File: src/rtl/key_event_arbiter_if.sv
// Event stream from the key arbiter to the UI/menu controller.
// A transfer happens on a clk edge where ev_valid && ev_ready.
interface key_event_arbiter_if #(
  parameter int ID_W = 2
) ();
  logic            ev_valid;
  logic            ev_ready;
  logic [ID_W-1:0] ev_key;
  logic [1:0]      ev_type;

  modport master (
    output ev_valid,
    output ev_key,
    output ev_type,
    input  ev_ready
  );

  modport slave (
    input  ev_valid,
    input  ev_key,
    input  ev_type,
    output ev_ready
  );
endinterface

File: src/rtl/key_event_arbiter.sv
// Classifies per-key press/release pulses into PRESS/SHORT_REL/LONG_HOLD/LONG_REL
// events and serialises them round-robin onto one valid/ready stream.
module key_event_arbiter #(
  parameter int N_KEYS      = 4,
  parameter int ID_W        = 2,
  parameter int LONG_CYCLES = 50_000_000,
  parameter int CNT_W       = 26
) (
  input  logic                clk,
  input  logic                rst_n,
  input  logic [N_KEYS-1:0]   press_down,
  input  logic [N_KEYS-1:0]   press_up,
  key_event_arbiter_if.master ev_if,
  output logic                overflow,
  input  logic                ovf_clr
);

  typedef enum logic [1:0] {
    ST_UP   = 2'd0,
    ST_HELD = 2'd1,
    ST_LONG = 2'd2
  } key_state_e;

  localparam logic [1:0] EV_PRESS     = 2'b00;
  localparam logic [1:0] EV_SHORT_REL = 2'b01;
  localparam logic [1:0] EV_LONG_HOLD = 2'b10;
  localparam logic [1:0] EV_LONG_REL  = 2'b11;

  localparam logic [CNT_W-1:0] LONG_LAST = CNT_W'(LONG_CYCLES - 1);

  // Index base+step modulo N_KEYS (N_KEYS need not be a power of two).
  function automatic logic [ID_W-1:0] wrap_idx(input logic [ID_W-1:0] base, input int step);
    int sum;
    sum = int'(base) + step;
    sum = (sum >= N_KEYS) ? (sum - N_KEYS) : sum;
    return ID_W'(sum);
  endfunction

  key_state_e       state_r    [N_KEYS];
  key_state_e       state_nx_s [N_KEYS];
  logic [CNT_W-1:0] cnt_r      [N_KEYS];
  logic [CNT_W-1:0] cnt_nx_s   [N_KEYS];
  logic [1:0]       raise_t_s  [N_KEYS];
  logic [1:0]       slot_t_r   [N_KEYS];
  logic [N_KEYS-1:0] raise_s;
  logic [N_KEYS-1:0] slot_v_r;
  logic [N_KEYS-1:0] grant_s;
  logic [N_KEYS-1:0] drop_s;

  logic            found_s;
  logic [ID_W-1:0] gnt_idx_s;
  logic [1:0]      gnt_type_s;
  logic            out_free_s;
  logic [ID_W-1:0] rr_ptr_r;
  logic            ev_valid_r;
  logic [ID_W-1:0] ev_key_r;
  logic [1:0]      ev_type_r;
  logic            overflow_r;

  // Per-key classifier next state, hold counter and raised event.
  always_comb begin
    for (int i = 0; i < N_KEYS; i++) begin
      state_nx_s[i] = state_r[i];
      cnt_nx_s[i]   = cnt_r[i];
      raise_s[i]    = 1'b0;
      raise_t_s[i]  = EV_PRESS;
      case (state_r[i])
        ST_UP: begin
          if (press_down[i]) begin
            state_nx_s[i] = ST_HELD;
            cnt_nx_s[i]   = '0;
            raise_s[i]    = 1'b1;
            raise_t_s[i]  = EV_PRESS;
          end else begin
            state_nx_s[i] = ST_UP;
          end
        end
        ST_HELD: begin
          // A simultaneous press_down masks press_up, so the key stays held.
          if (press_up[i] && !press_down[i]) begin
            state_nx_s[i] = ST_UP;
            cnt_nx_s[i]   = '0;
            raise_s[i]    = 1'b1;
            raise_t_s[i]  = EV_SHORT_REL;
          end else if (cnt_r[i] == LONG_LAST) begin
            state_nx_s[i] = ST_LONG;
            cnt_nx_s[i]   = cnt_r[i] + {{(CNT_W-1){1'b0}}, 1'b1};
            raise_s[i]    = 1'b1;
            raise_t_s[i]  = EV_LONG_HOLD;
          end else begin
            cnt_nx_s[i]   = cnt_r[i] + {{(CNT_W-1){1'b0}}, 1'b1};
          end
        end
        ST_LONG: begin
          if (press_up[i] && !press_down[i]) begin
            state_nx_s[i] = ST_UP;
            cnt_nx_s[i]   = '0;
            raise_s[i]    = 1'b1;
            raise_t_s[i]  = EV_LONG_REL;
          end else begin
            state_nx_s[i] = ST_LONG;
          end
        end
        default: begin
          state_nx_s[i] = ST_UP;
          cnt_nx_s[i]   = '0;
        end
      endcase
    end
  end

  // Round-robin search for the first pending slot starting at rr_ptr.
  always_comb begin
    found_s    = 1'b0;
    gnt_idx_s  = '0;
    gnt_type_s = EV_PRESS;
    for (int k = 0; k < N_KEYS; k++) begin
      if (!found_s && slot_v_r[wrap_idx(rr_ptr_r, k)]) begin
        found_s    = 1'b1;
        gnt_idx_s  = wrap_idx(rr_ptr_r, k);
        gnt_type_s = slot_t_r[wrap_idx(rr_ptr_r, k)];
      end else begin
        found_s    = found_s;
      end
    end
  end

  assign out_free_s = !ev_valid_r || ev_if.ev_ready;

  // Grant and drop decisions per slot.
  always_comb begin
    for (int i = 0; i < N_KEYS; i++) begin
      grant_s[i] = out_free_s && found_s && (gnt_idx_s == ID_W'(i));
      drop_s[i]  = raise_s[i] && slot_v_r[i] && !grant_s[i];
    end
  end

  // Classifier state, hold counters and pending slots.
  always_ff @(posedge clk or negedge rst_n) begin
    if (!rst_n) begin
      for (int i = 0; i < N_KEYS; i++) begin
        state_r[i]  <= ST_UP;
        cnt_r[i]    <= '0;
        slot_t_r[i] <= 2'b00;
      end
      slot_v_r <= '0;
    end else begin
      for (int i = 0; i < N_KEYS; i++) begin
        state_r[i] <= state_nx_s[i];
        cnt_r[i]   <= cnt_nx_s[i];
        // A granted slot is free again this edge, so a new event may refill it.
        if (raise_s[i] && !drop_s[i]) begin
          slot_v_r[i] <= 1'b1;
          slot_t_r[i] <= raise_t_s[i];
        end else if (grant_s[i]) begin
          slot_v_r[i] <= 1'b0;
        end else begin
          slot_v_r[i] <= slot_v_r[i];
        end
      end
    end
  end

  // Output register and round-robin pointer.
  always_ff @(posedge clk or negedge rst_n) begin
    if (!rst_n) begin
      ev_valid_r <= 1'b0;
      ev_key_r   <= '0;
      ev_type_r  <= 2'b00;
      rr_ptr_r   <= '0;
    end else if (out_free_s) begin
      if (found_s) begin
        ev_valid_r <= 1'b1;
        ev_key_r   <= gnt_idx_s;
        ev_type_r  <= gnt_type_s;
        rr_ptr_r   <= wrap_idx(gnt_idx_s, 1);
      end else begin
        ev_valid_r <= 1'b0;
      end
    end else begin
      ev_valid_r <= ev_valid_r;
    end
  end

  // Sticky overflow; a drop in the same cycle as a clear keeps it set.
  always_ff @(posedge clk or negedge rst_n) begin
    if (!rst_n) begin
      overflow_r <= 1'b0;
    end else if (|drop_s) begin
      overflow_r <= 1'b1;
    end else if (ovf_clr) begin
      overflow_r <= 1'b0;
    end else begin
      overflow_r <= overflow_r;
    end
  end

  assign ev_if.ev_valid = ev_valid_r;
  assign ev_if.ev_key   = ev_key_r;
  assign ev_if.ev_type  = ev_type_r;
  assign overflow       = overflow_r;

endmodule

File: src/flat_wrapper.sv
// flat-port wrapper written by rule: the top's interface ports become plain ports
module key_event_arbiter_flat 
#(
  parameter int N_KEYS      = 4,
  parameter int ID_W        = 2,
  parameter int LONG_CYCLES = 50_000_000,
  parameter int CNT_W       = 26
)
  (clk, rst_n, press_down, press_up, overflow, ovf_clr, ev_if_ev_valid, ev_if_ev_key, ev_if_ev_type, ev_if_ev_ready);
  key_event_arbiter_if #(.ID_W(ID_W)) ev_if_i ();
  input  logic clk;
  input  logic rst_n;
  input  logic [N_KEYS-1:0] press_down;
  input  logic [N_KEYS-1:0] press_up;
  output logic overflow;
  input  logic ovf_clr;
  output wire logic [$bits(ev_if_i.ev_valid)-1:0] ev_if_ev_valid;
  output wire logic [$bits(ev_if_i.ev_key)-1:0] ev_if_ev_key;
  output wire logic [$bits(ev_if_i.ev_type)-1:0] ev_if_ev_type;
  input wire logic [$bits(ev_if_i.ev_ready)-1:0] ev_if_ev_ready;
  assign ev_if_ev_valid = ev_if_i.ev_valid;
  assign ev_if_ev_key = ev_if_i.ev_key;
  assign ev_if_ev_type = ev_if_i.ev_type;
  assign ev_if_i.ev_ready = ev_if_ev_ready;
  key_event_arbiter #(.N_KEYS(N_KEYS), .ID_W(ID_W), .LONG_CYCLES(LONG_CYCLES), .CNT_W(CNT_W)) u_core (.clk(clk), .rst_n(rst_n), .press_down(press_down), .press_up(press_up), .ev_if(ev_if_i), .overflow(overflow), .ovf_clr(ovf_clr));
endmodule
File: config.mk
export PLATFORM = sky130hd
export DESIGN_NAME = key_event_arbiter_flat
export DESIGN_NICKNAME = d
export VERILOG_FILES = /design/src/rtl/key_event_arbiter_if.sv /design/src/rtl/key_event_arbiter.sv /design/src/flat_wrapper.sv
export SDC_FILE = /design/constraint.sdc
export NUM_CORES = 1
export LEC_CHECK = 0
export ABC_AREA = 0
export CAP_MARGIN = 20
export CORE_MARGIN = 10
export CORE_UTILIZATION = 56
export DETAILED_ROUTE_END_ITERATION = 16
export DONT_BUFFER_PORTS = 1
export GPL_ROUTABILITY_DRIVEN = 0
export GPL_TIMING_DRIVEN = 0
export PLACE_DENSITY = 0.71
export SYNTH_ARGS = -nofsm -noshare
export SYNTH_HDL_FRONTEND = slang
export SYNTH_SLANG_ARGS = --single-unit
File: constraint.sdc
create_clock -name clk -period 5.5 [get_ports clk]
set_clock_uncertainty 0.2 [all_clocks]
set_input_delay 0.55 -clock clk [delete_from_list [all_inputs] [get_ports clk]]
set_output_delay 0.55 -clock clk [all_outputs]
set_load 0.02 [all_outputs]
==> metrics.md, run 1 <==
| Metric | Value |
|---|---|
| CP dominant cell by count | inv_1 |
| Final setup fails | 0 |
| Crit-path slowest cell | o311ai_0 |
| Post-synth top area share | 40.88% |
| Final Hold Vio Count | 0 |
| Fmax | 315.6 MHz |
| Max VDD drop | 0.2909 mV |
| Boundary Pins | 18 |
| Synth cell types | 74 |
| Setup TNS | 0 ps |
| Worst EP required | 5610 ps |
| Clk sinks | 132 |
| Hold path cells | 2 |
| 1st-iter DRT viols | 573 |
| Global-route wire length before repair | 32130 um |
| Post-synth net total | 948 |
| DRC viols | 0 |
| Cell Area, Synth | 0.008080 mm2 |
| Worst reg-to-reg path cell count | 10 |
| Worst Path Class, Setup | register to register |
| GR Layer Usage met1 | 23.97% |
| Post-synthesis sequential area ratio | 40.88% |
| Crit path time final | 3168 ps |
| Crit path buf inv count | 3 |
| Primary FF master, synth | dfrtp_1 |
| Routed vias | 7076 |
| Die area | 0.01963 mm2 |
| Chip Height | 140.1 um |
| Lkg Pwr | 3.712 nW |
| Layout cell share with drive strength beyond 1 | 6.561% |
| Async SR Flop Fraction | 100.0% |
| Yosys warnings | 0 |
| Hpwl dp | 13310 um |
| CP Capture Type | register |
| Cell taking the most area after synthesis | dfrtp_1 |
| CTS buffer count | 17 |
| Total grt overflow | 0 |
| RSZ-0062 raised after global routing | no |
| DR WL/cell | 17.16 um |
| Slew HR | 49.21% |
| WL final | 19300 um |
| Worst EP arrival | 3280 ps |
| DR pass1 iterations | 5 |
| Area growth, synth to finish | 10.70% |
| Number of gates resized after cts | 0 |
| Count of pins over their slew limit | 0 |
| Maximum fanout along the worst path | 10 |
| Met3 GRT Util | 5.680% |
| Largest net degree at the start of global routing | 133 |
| Placeable Area | 0.01399 mm2 |
| Reg2reg end | u_core.slot_t_r[2] |
| Max clock buf depth | 2 |
| CTS tree | done |
| GRT Max-Usage Layer | met2 |
| Crit path max-delay family | compound AO/OA/AOI/OAI gates |
| Number of synthesized register bits | 132 |
| Hold_sp | press_down[2] |
| Status | complete, no violations |
| MaxCap Viol Count | 0 |
| Met2 Use GR | 31.70% |
| # rows | 43 |
| Flop-to-flop setup slack | 2330 ps |
| Fillers | 1150 |
| Vias in the first global route | 6690 |
| EDFF count, synth | 0 |
| Skew-Pair Late Insertion Delay | 430 ps |
| DRT antenna net count | 0 |
| Max incr delay on CP | 500 ps |
| Synth area leaders | dfrtp_1 (41%), o21ai_0 (5.3%), nand2_1 (5.0%) |
| Worst-Margin Slew | 761.8 ps |
| PortBufs | 0 |
| CP Cell Sequence | clkbuf_1, inv_1, o311ai_0, nor2_1, inv_1, ha_1, a21o_1, nand2b_1, a21oi_1, mux2_2 |
| Top cells by count, synth | dfrtp_1 (132), nand2_1 (107), o21ai_0 (85), nor2_1 (77), nand3_1 (52) |
| Mean post-synth cell area | 8.860 um2 |
| Reg-to-reg startpoint | u_core.rr_ptr_r[0] |
| Total GRT Usage | 19.22% |
| Layout Nets | 969 |
| Gate count after technology mapping | 912 |
| Chip width | 140.1 um |
| Final period util | 57.61% |
| WHS Endpoint | u_core.state_r[2] |
| Clk Tree Root Cell | clkbuf_16 |
| Startpoint Class | register |
| ANT cells | 0 |
| CTS clk-pin slew, worst paths | 60 ps |
| H-Tree Depth | 4 |
| P per Cell Area | 399.3 mW/mm2 |
| Initial Utilization | 57.76% |
| Count leader, synth | dfrtp_1 |
| Antenna violations before repair | 0 |
| Drt via density | 6.290 |
| Min-Delay Path Class | input pin to register |
| Hold Slack | 109.3 ps |
## per-layer routing
metal | vias to the layer above | routed length (um) | share of wire [%]
li1 | 3371 | - | -
met1 | 3450 | 8626 | 45
met2 | 226 | 9281 | 48
met3 | 29 | 1132 | 5.9
met4 | 0 | 260 | 1.3
met5 | - | 0 | 0
## repair_timing
item                                   in CTS  in global routing
hold buffers                                2                  0
setup buffers                               0                  0
endpoints found under the hold margin     132                  0
## per-stage QoR
| step | util, % | power, mW | cell area [um2] | cells | setup slack (ps) |
|---|---|---|---|---|---|
| after global placement | 59.37 | 2.322 | 8305 | 1092 | 2450 |
| after global routing | 63.94 | 3.784 | 8945 | 1125 | 2004 |
| final | 63.94 | 3.572 | 8945 | 1125 | 2332 |
| after floorplan | - | 2.077 | 8080 | 912 | 2808 |
| after CTS | 63.94 | 3.571 | 8945 | 1125 | 2318 |
| after detailed placement | 59.37 | 2.375 | 8305 | 1092 | 2328 |
## placed cells by master (no fill, tap or decap), types with 4 or more instances in the layout
cell / n
a21o_1: 8
a21oi_1: 46
a31oi_1: 7
and2_1: 9
and3_1: 18
and4_1: 13
buf_2: 5
clkbuf_1: 27
clkbuf_16: 17
clkinv_2: 4
dfrtp_1: 132
ha_1: 24
inv_1: 39
mux2i_1: 10
mux4_2: 5
nand2_1: 107
nand2b_1: 11
nand3_1: 52
nand4_1: 38
nor2_1: 77
nor2b_1: 13
nor3_1: 11
nor3b_1: 7
nor4_1: 14
nor4b_1: 7
nor4bb_1: 4
o211ai_1: 5
o21ai_0: 85
o31ai_1: 14
o41ai_1: 4
or3_1: 17
xnor2_1: 15
xor2_1: 19
## power breakdown
| part | switching, mW | internal, mW | leakage, nW |
|---|---|---|---|
| registers | 0.132 | 1.07 | 1.80 |
| clock network | 0.416 | 0.744 | 0.300 |
| logic | 0.784 | 0.425 | 1.61 |
| total | 1.33 | 2.24 | 3.71 |
## worst max path at each step
| stage | depth (start not counted) | endpoint | startpoint | slack, ps |
|---|---|---|---|---|
| final | 10 | u_core.slot_t_r[2] | u_core.rr_ptr_r[0] | 2330 |
| after global routing | 10 | u_core.slot_t_r[2] | u_core.rr_ptr_r[0] | 2000 |
| after CTS | 10 | u_core.slot_t_r[2] | u_core.rr_ptr_r[0] | 2320 |
| after detailed placement | 10 | u_core.slot_t_r[2] | u_core.rr_ptr_r[0] | 2330 |
| after global placement | 10 | u_core.slot_t_r[2] | u_core.rr_ptr_r[0] | 2450 |
| after floorplan | 10 | u_core.slot_t_r[2] | u_core.rr_ptr_r[0] | 2810 |
## layout make-up
type	instances	area [um2]	share of cell area [%]
Buffer	32	141.4	1.581
Clock buffer	22	474.2	5.301
Clock inverter	9	127.6	1.427
Inverter	39	146.4	1.637
Multi-Input combinational cell	709	4489	50.19
Sequential cell	132	3303	36.93
Tap cell	180	225.2	2.518
Timing Repair Buffer	2	37.54	0.4196
## kinds of logic (layout without fill, tap and decap cells)
family          count (synthesis)  in the layout  synth area share (%)
simple gates                  423            423                 28.34
compound gates                208            208                 16.49
flops                         132            132                 40.88
buf+inv                        71            104                 3.561
xor+xnor                       34             34                 3.685
fa+ha+maj                      24             24                 3.716
mux                            20             20                 3.329
## flip-flops by register name, summed over array words and instances (netlist names)
signal	count
u_core.slot_v_r	4
u_core.ev_if.ev_type	2
u_core.overflow	1
u_core.state_r	8
u_core.ev_if.ev_key	2
u_core.rr_ptr_r	2
u_core.slot_t_r	8
u_core.ev_if.ev_valid	1
u_core.cnt_r	104
## worst register-to-register path, delay by kind of cell, from the launching register on
| kind | cells | cell delay [ps] |
|---|---|---|
| fa+ha+maj | 1 | 150 |
| simple gates | 2 | 240 |
| compound gates | 3 | 890 |
| flops | 1 | 470 |
| mux | 1 | 360 |
| buf+inv | 3 | 740 |
Note: power is estimated with default switching activity, not from simulation.
==> run 2, diff against run 1 <==
--- a/config.mk
+++ b/config.mk
@@ -5,7 +5,7 @@
 export SDC_FILE = /design/constraint.sdc
 export NUM_CORES = 1
 export LEC_CHECK = 0
-export ABC_AREA = 0
+export ABC_AREA = 1
 export CAP_MARGIN = 20
 export CORE_MARGIN = 10
 export CORE_UTILIZATION = 56
==> constraint.sdc (replaced) <==
create_clock -name clk -period 3.05 [get_ports clk]
set_clock_uncertainty 0.2 [all_clocks]
set_input_delay 0.305 -clock clk [delete_from_list [all_inputs] [get_ports clk]]
set_output_delay 0.305 -clock clk [all_outputs]
set_load 0.02 [all_outputs]
==> metrics.md, run 2 <==
| Metric | Value |
|---|---|
| CTS tree | done |
| Antenna violations before repair | 0 |
| Area of the multi-input gates | 0.004393 mm2 |
| Worst Path Class, Setup | register to register |
| Largest register FFs | 104 |
| Global-route wire length before repair | 32910 um |
| 1st-iter DRT viols | 659 |
| Layout cell share with drive strength beyond 1 | 9.367% |
| Reg2reg end | u_core.overflow |
| Primary FF master, synth | dfrtp_1 |
| Crit path time final | 2715 ps |
| Post-synth net total | 1215 |
| CTS clk-pin slew, worst paths | 60 ps |
| Chip Height | 142.9 um |
| Synth area leaders | dfrtp_1 (39%), nand2_1 (13%), inv_1 (7.4%) |
| Hpwl dp | 13480 um |
| EDFF count, synth | 0 |
| Post-synthesis sequential area ratio | 39.07% |
| Flop-to-flop setup slack | 340 ps |
| Lkg Pwr | 4.430 nW |
| Worst EP required | 3130 ps |
| Status | finished, violations left |
| Cell taking the most area after synthesis | dfrtp_1 |
| Final period util | 89.01% |
| DR WL/cell | 13.42 um |
| Total grt overflow | 0 |
| Reg-to-reg startpoint | u_core.rr_ptr_r[0] |
| Max incr delay on CP | 450 ps |
| Area growth, synth to finish | 11.45% |
| ANT cells | 0 |
| Boundary Pins | 18 |
| Slew HR | 67.77% |
| Async SR Flop Fraction | 100.0% |
| Post-synth top area share | 39.07% |
| Crit path buf inv count | 3 |
| Register area | 0.003303 mm2 |
| Failing checks | negative hold slack |
| CP dominant cell by count | nor2_1 |
| Fmax | 368.3 MHz |
| Gate count after technology mapping | 1179 |
| Number of synthesized register bits | 132 |
| Clk Tree Root Cell | clkbuf_16 |
| PortBufs | 0 |
| Worst-Margin Slew | 483.4 ps |
| Number of gates resized after cts | 0 |
| Skew-Pair Late Insertion Delay | 430 ps |
| H-Tree Depth | 4 |
| Max VDD drop | 0.4865 mV |
| MaxCap Viol Count | 0 |
| Maximum fanout along the worst path | 8 |
| DR pass1 iterations | 7 |
| Largest net degree at the start of global routing | 133 |
| Clk sinks | 132 |
| Critical path destination | u_core.overflow |
| Crit-path slowest cell | dfrtp_1 |
| Count of pins over their slew limit | 0 |
| Fillers | 1309 |
| # hold bufs at CTS | 6 |
| Yosys warnings | 0 |
| Layout Nets | 1240 |
| Drt via density | 5.337 |
| Placeable Area | 0.01464 mm2 |
| Biggest register | u_core.cnt_r |
| Hold Slack | -630.9 ps |
| P per Cell Area | 807.3 mW/mm2 |
| CP Capture Type | register |
| DRT antenna net count | 0 |
| Routed vias | 7477 |
| Mean post-synth cell area | 7.171 um2 |
| Final Hold Vio Count | 132 |
| CTS buffer count | 17 |
| CP Cell Sequence | inv_2, nand2_2, nand3_2, nand2_2, nor3_1, nand2_1, nand4_1, nand2_1, inv_1, ha_1, inv_1, nor2_1, nor2_1, nor2_1, nand3_1 |
| Core utilization of the finished layout | 64.35% |
| Most frequent cells in the layout | nand2_1 (286), inv_1 (166), nor2_1 (150), dfrtp_1 (132), nand3_1 (80) |
| Worst reg-to-reg path cell count | 15 |
| Worst EP arrival | 2800 ps |
| Largest regs | u_core.cnt_r: 104 flops, u_core.slot_t_r: 8 flops, u_core.state_r: 8 flops |
| Setup TNS | 0 ps |
| Max clock buf depth | 2 |
| DRC viols | 0 |
| Crit path from | u_core.rr_ptr_r[0] |
| WL final | 18800 um |
| Most common cell after layout, fill and taps aside | nand2_1 |
| RSZ-0062 raised after global routing | no |
| Cell Area, Synth | 0.008454 mm2 |
| Count leader, synth | nand2_1 |
| Vias in the first global route | 7192 |
| # rows | 44 |
| Postcts setup bufs | 0 |
| Crit path depth | 15 |
| Crit path max-delay family | simple AND/OR/NAND/NOR gates |
| Min-Delay Path Class | input pin to async pin |
| Die area | 0.02041 mm2 |
| Initial Utilization | 57.73% |
| Pwr Total | 7.607 mW |
| Top cells by count, synth | nand2_1 (286), inv_1 (166), nor2_1 (150), dfrtp_1 (132), nand3_1 (80) |
| Total GRT Usage | 19.39% |
| Final setup fails | 0 |
| Startpoint Class | register |
| Chip width | 142.9 um |
| Synth cell types | 51 |
-- run 2: how the worst min path moves through the flow --
stage | startpoint | endpoint | slack [ps] | cells past startpoint
global route | rst_n | u_core.state_r[5] | -650 | 0
CTS | rst_n | u_core.cnt_r[37] | -640 | 0
detailed placement | rst_n | u_core.cnt_r[71] | -190 | 0
global placement | rst_n | u_core.cnt_r[70] | -190 | 0
finish | rst_n | u_core.cnt_r[70] | -630 | 0
floorplan | rst_n | u_core.cnt_r[0] | -190 | 0
-- run 2: metrics by stage --
step	worst slack (ps)	hold slack (ps)	cells	cell area, um2
6_report	335.1	-630.9	1401	9423
3_5_place_dp	392.0	-185.2	1363	8685
4_1_cts	336.3	-635.5	1401	9423
3_3_place_gp	408.1	-185.4	1363	8685
5_1_grt	121.1	-647.7	1401	9423
2_1_floorplan	758.3	-190.6	1179	8454
-- run 2: cells by family after synthesis --
group           after synthesis  synth area share [%]
compound gates              173                 11.75
xor+xnor                     16                 1.746
fa+ha+maj                    24                 3.552
buf+inv                     192                 8.968
flops                       132                 39.07
simple gates                642                 34.91
-- run 2: area by class of cell --
cell class              instances  area share (%)
plain buffers                  15          0.9693
repair buffers                  6          0.6374
flip-flops and latches        132           35.06
clock buffers                  21           5.099
well taps                     184           2.443
clock inverters                11           2.098
inverters                     177           7.077
multi-input cells             855           46.62
-- run 2: worst reg2reg max path, stage by stage, from the launching register on --
cell and delay, ps:
dfrtp_1 450, inv_2 200, nand2_2 90, nand3_2 90
nand2_2 130, nor3_1 330, nand2_1 100, nand4_1 120
nand2_1 120, inv_1 110, ha_1 180, inv_1 80
nor2_1 100, nor2_1 60, nor2_1 80, nand3_1 120
-- run 2: power breakdown --
| part | internal [mW] | switching [mW] |
|---|---|---|
| combinational | 1.00 | 2.09 |
| clock | 1.54 | 0.803 |
| sequential | 1.96 | 0.217 |
-- run 2: routing by layer --
| layer | vias up | track usage [%] | share of wire, % |
|---|---|---|---|
| met5 | - | 0 | 0 |
| met4 | 0 | 5.103 | 1.5 |
| met3 | 30 | 4.411 | 4.2 |
| met2 | 177 | 31.84 | 48 |
| met1 | 3416 | 25.24 | 47 |
| li1 | 3854 | - | - |
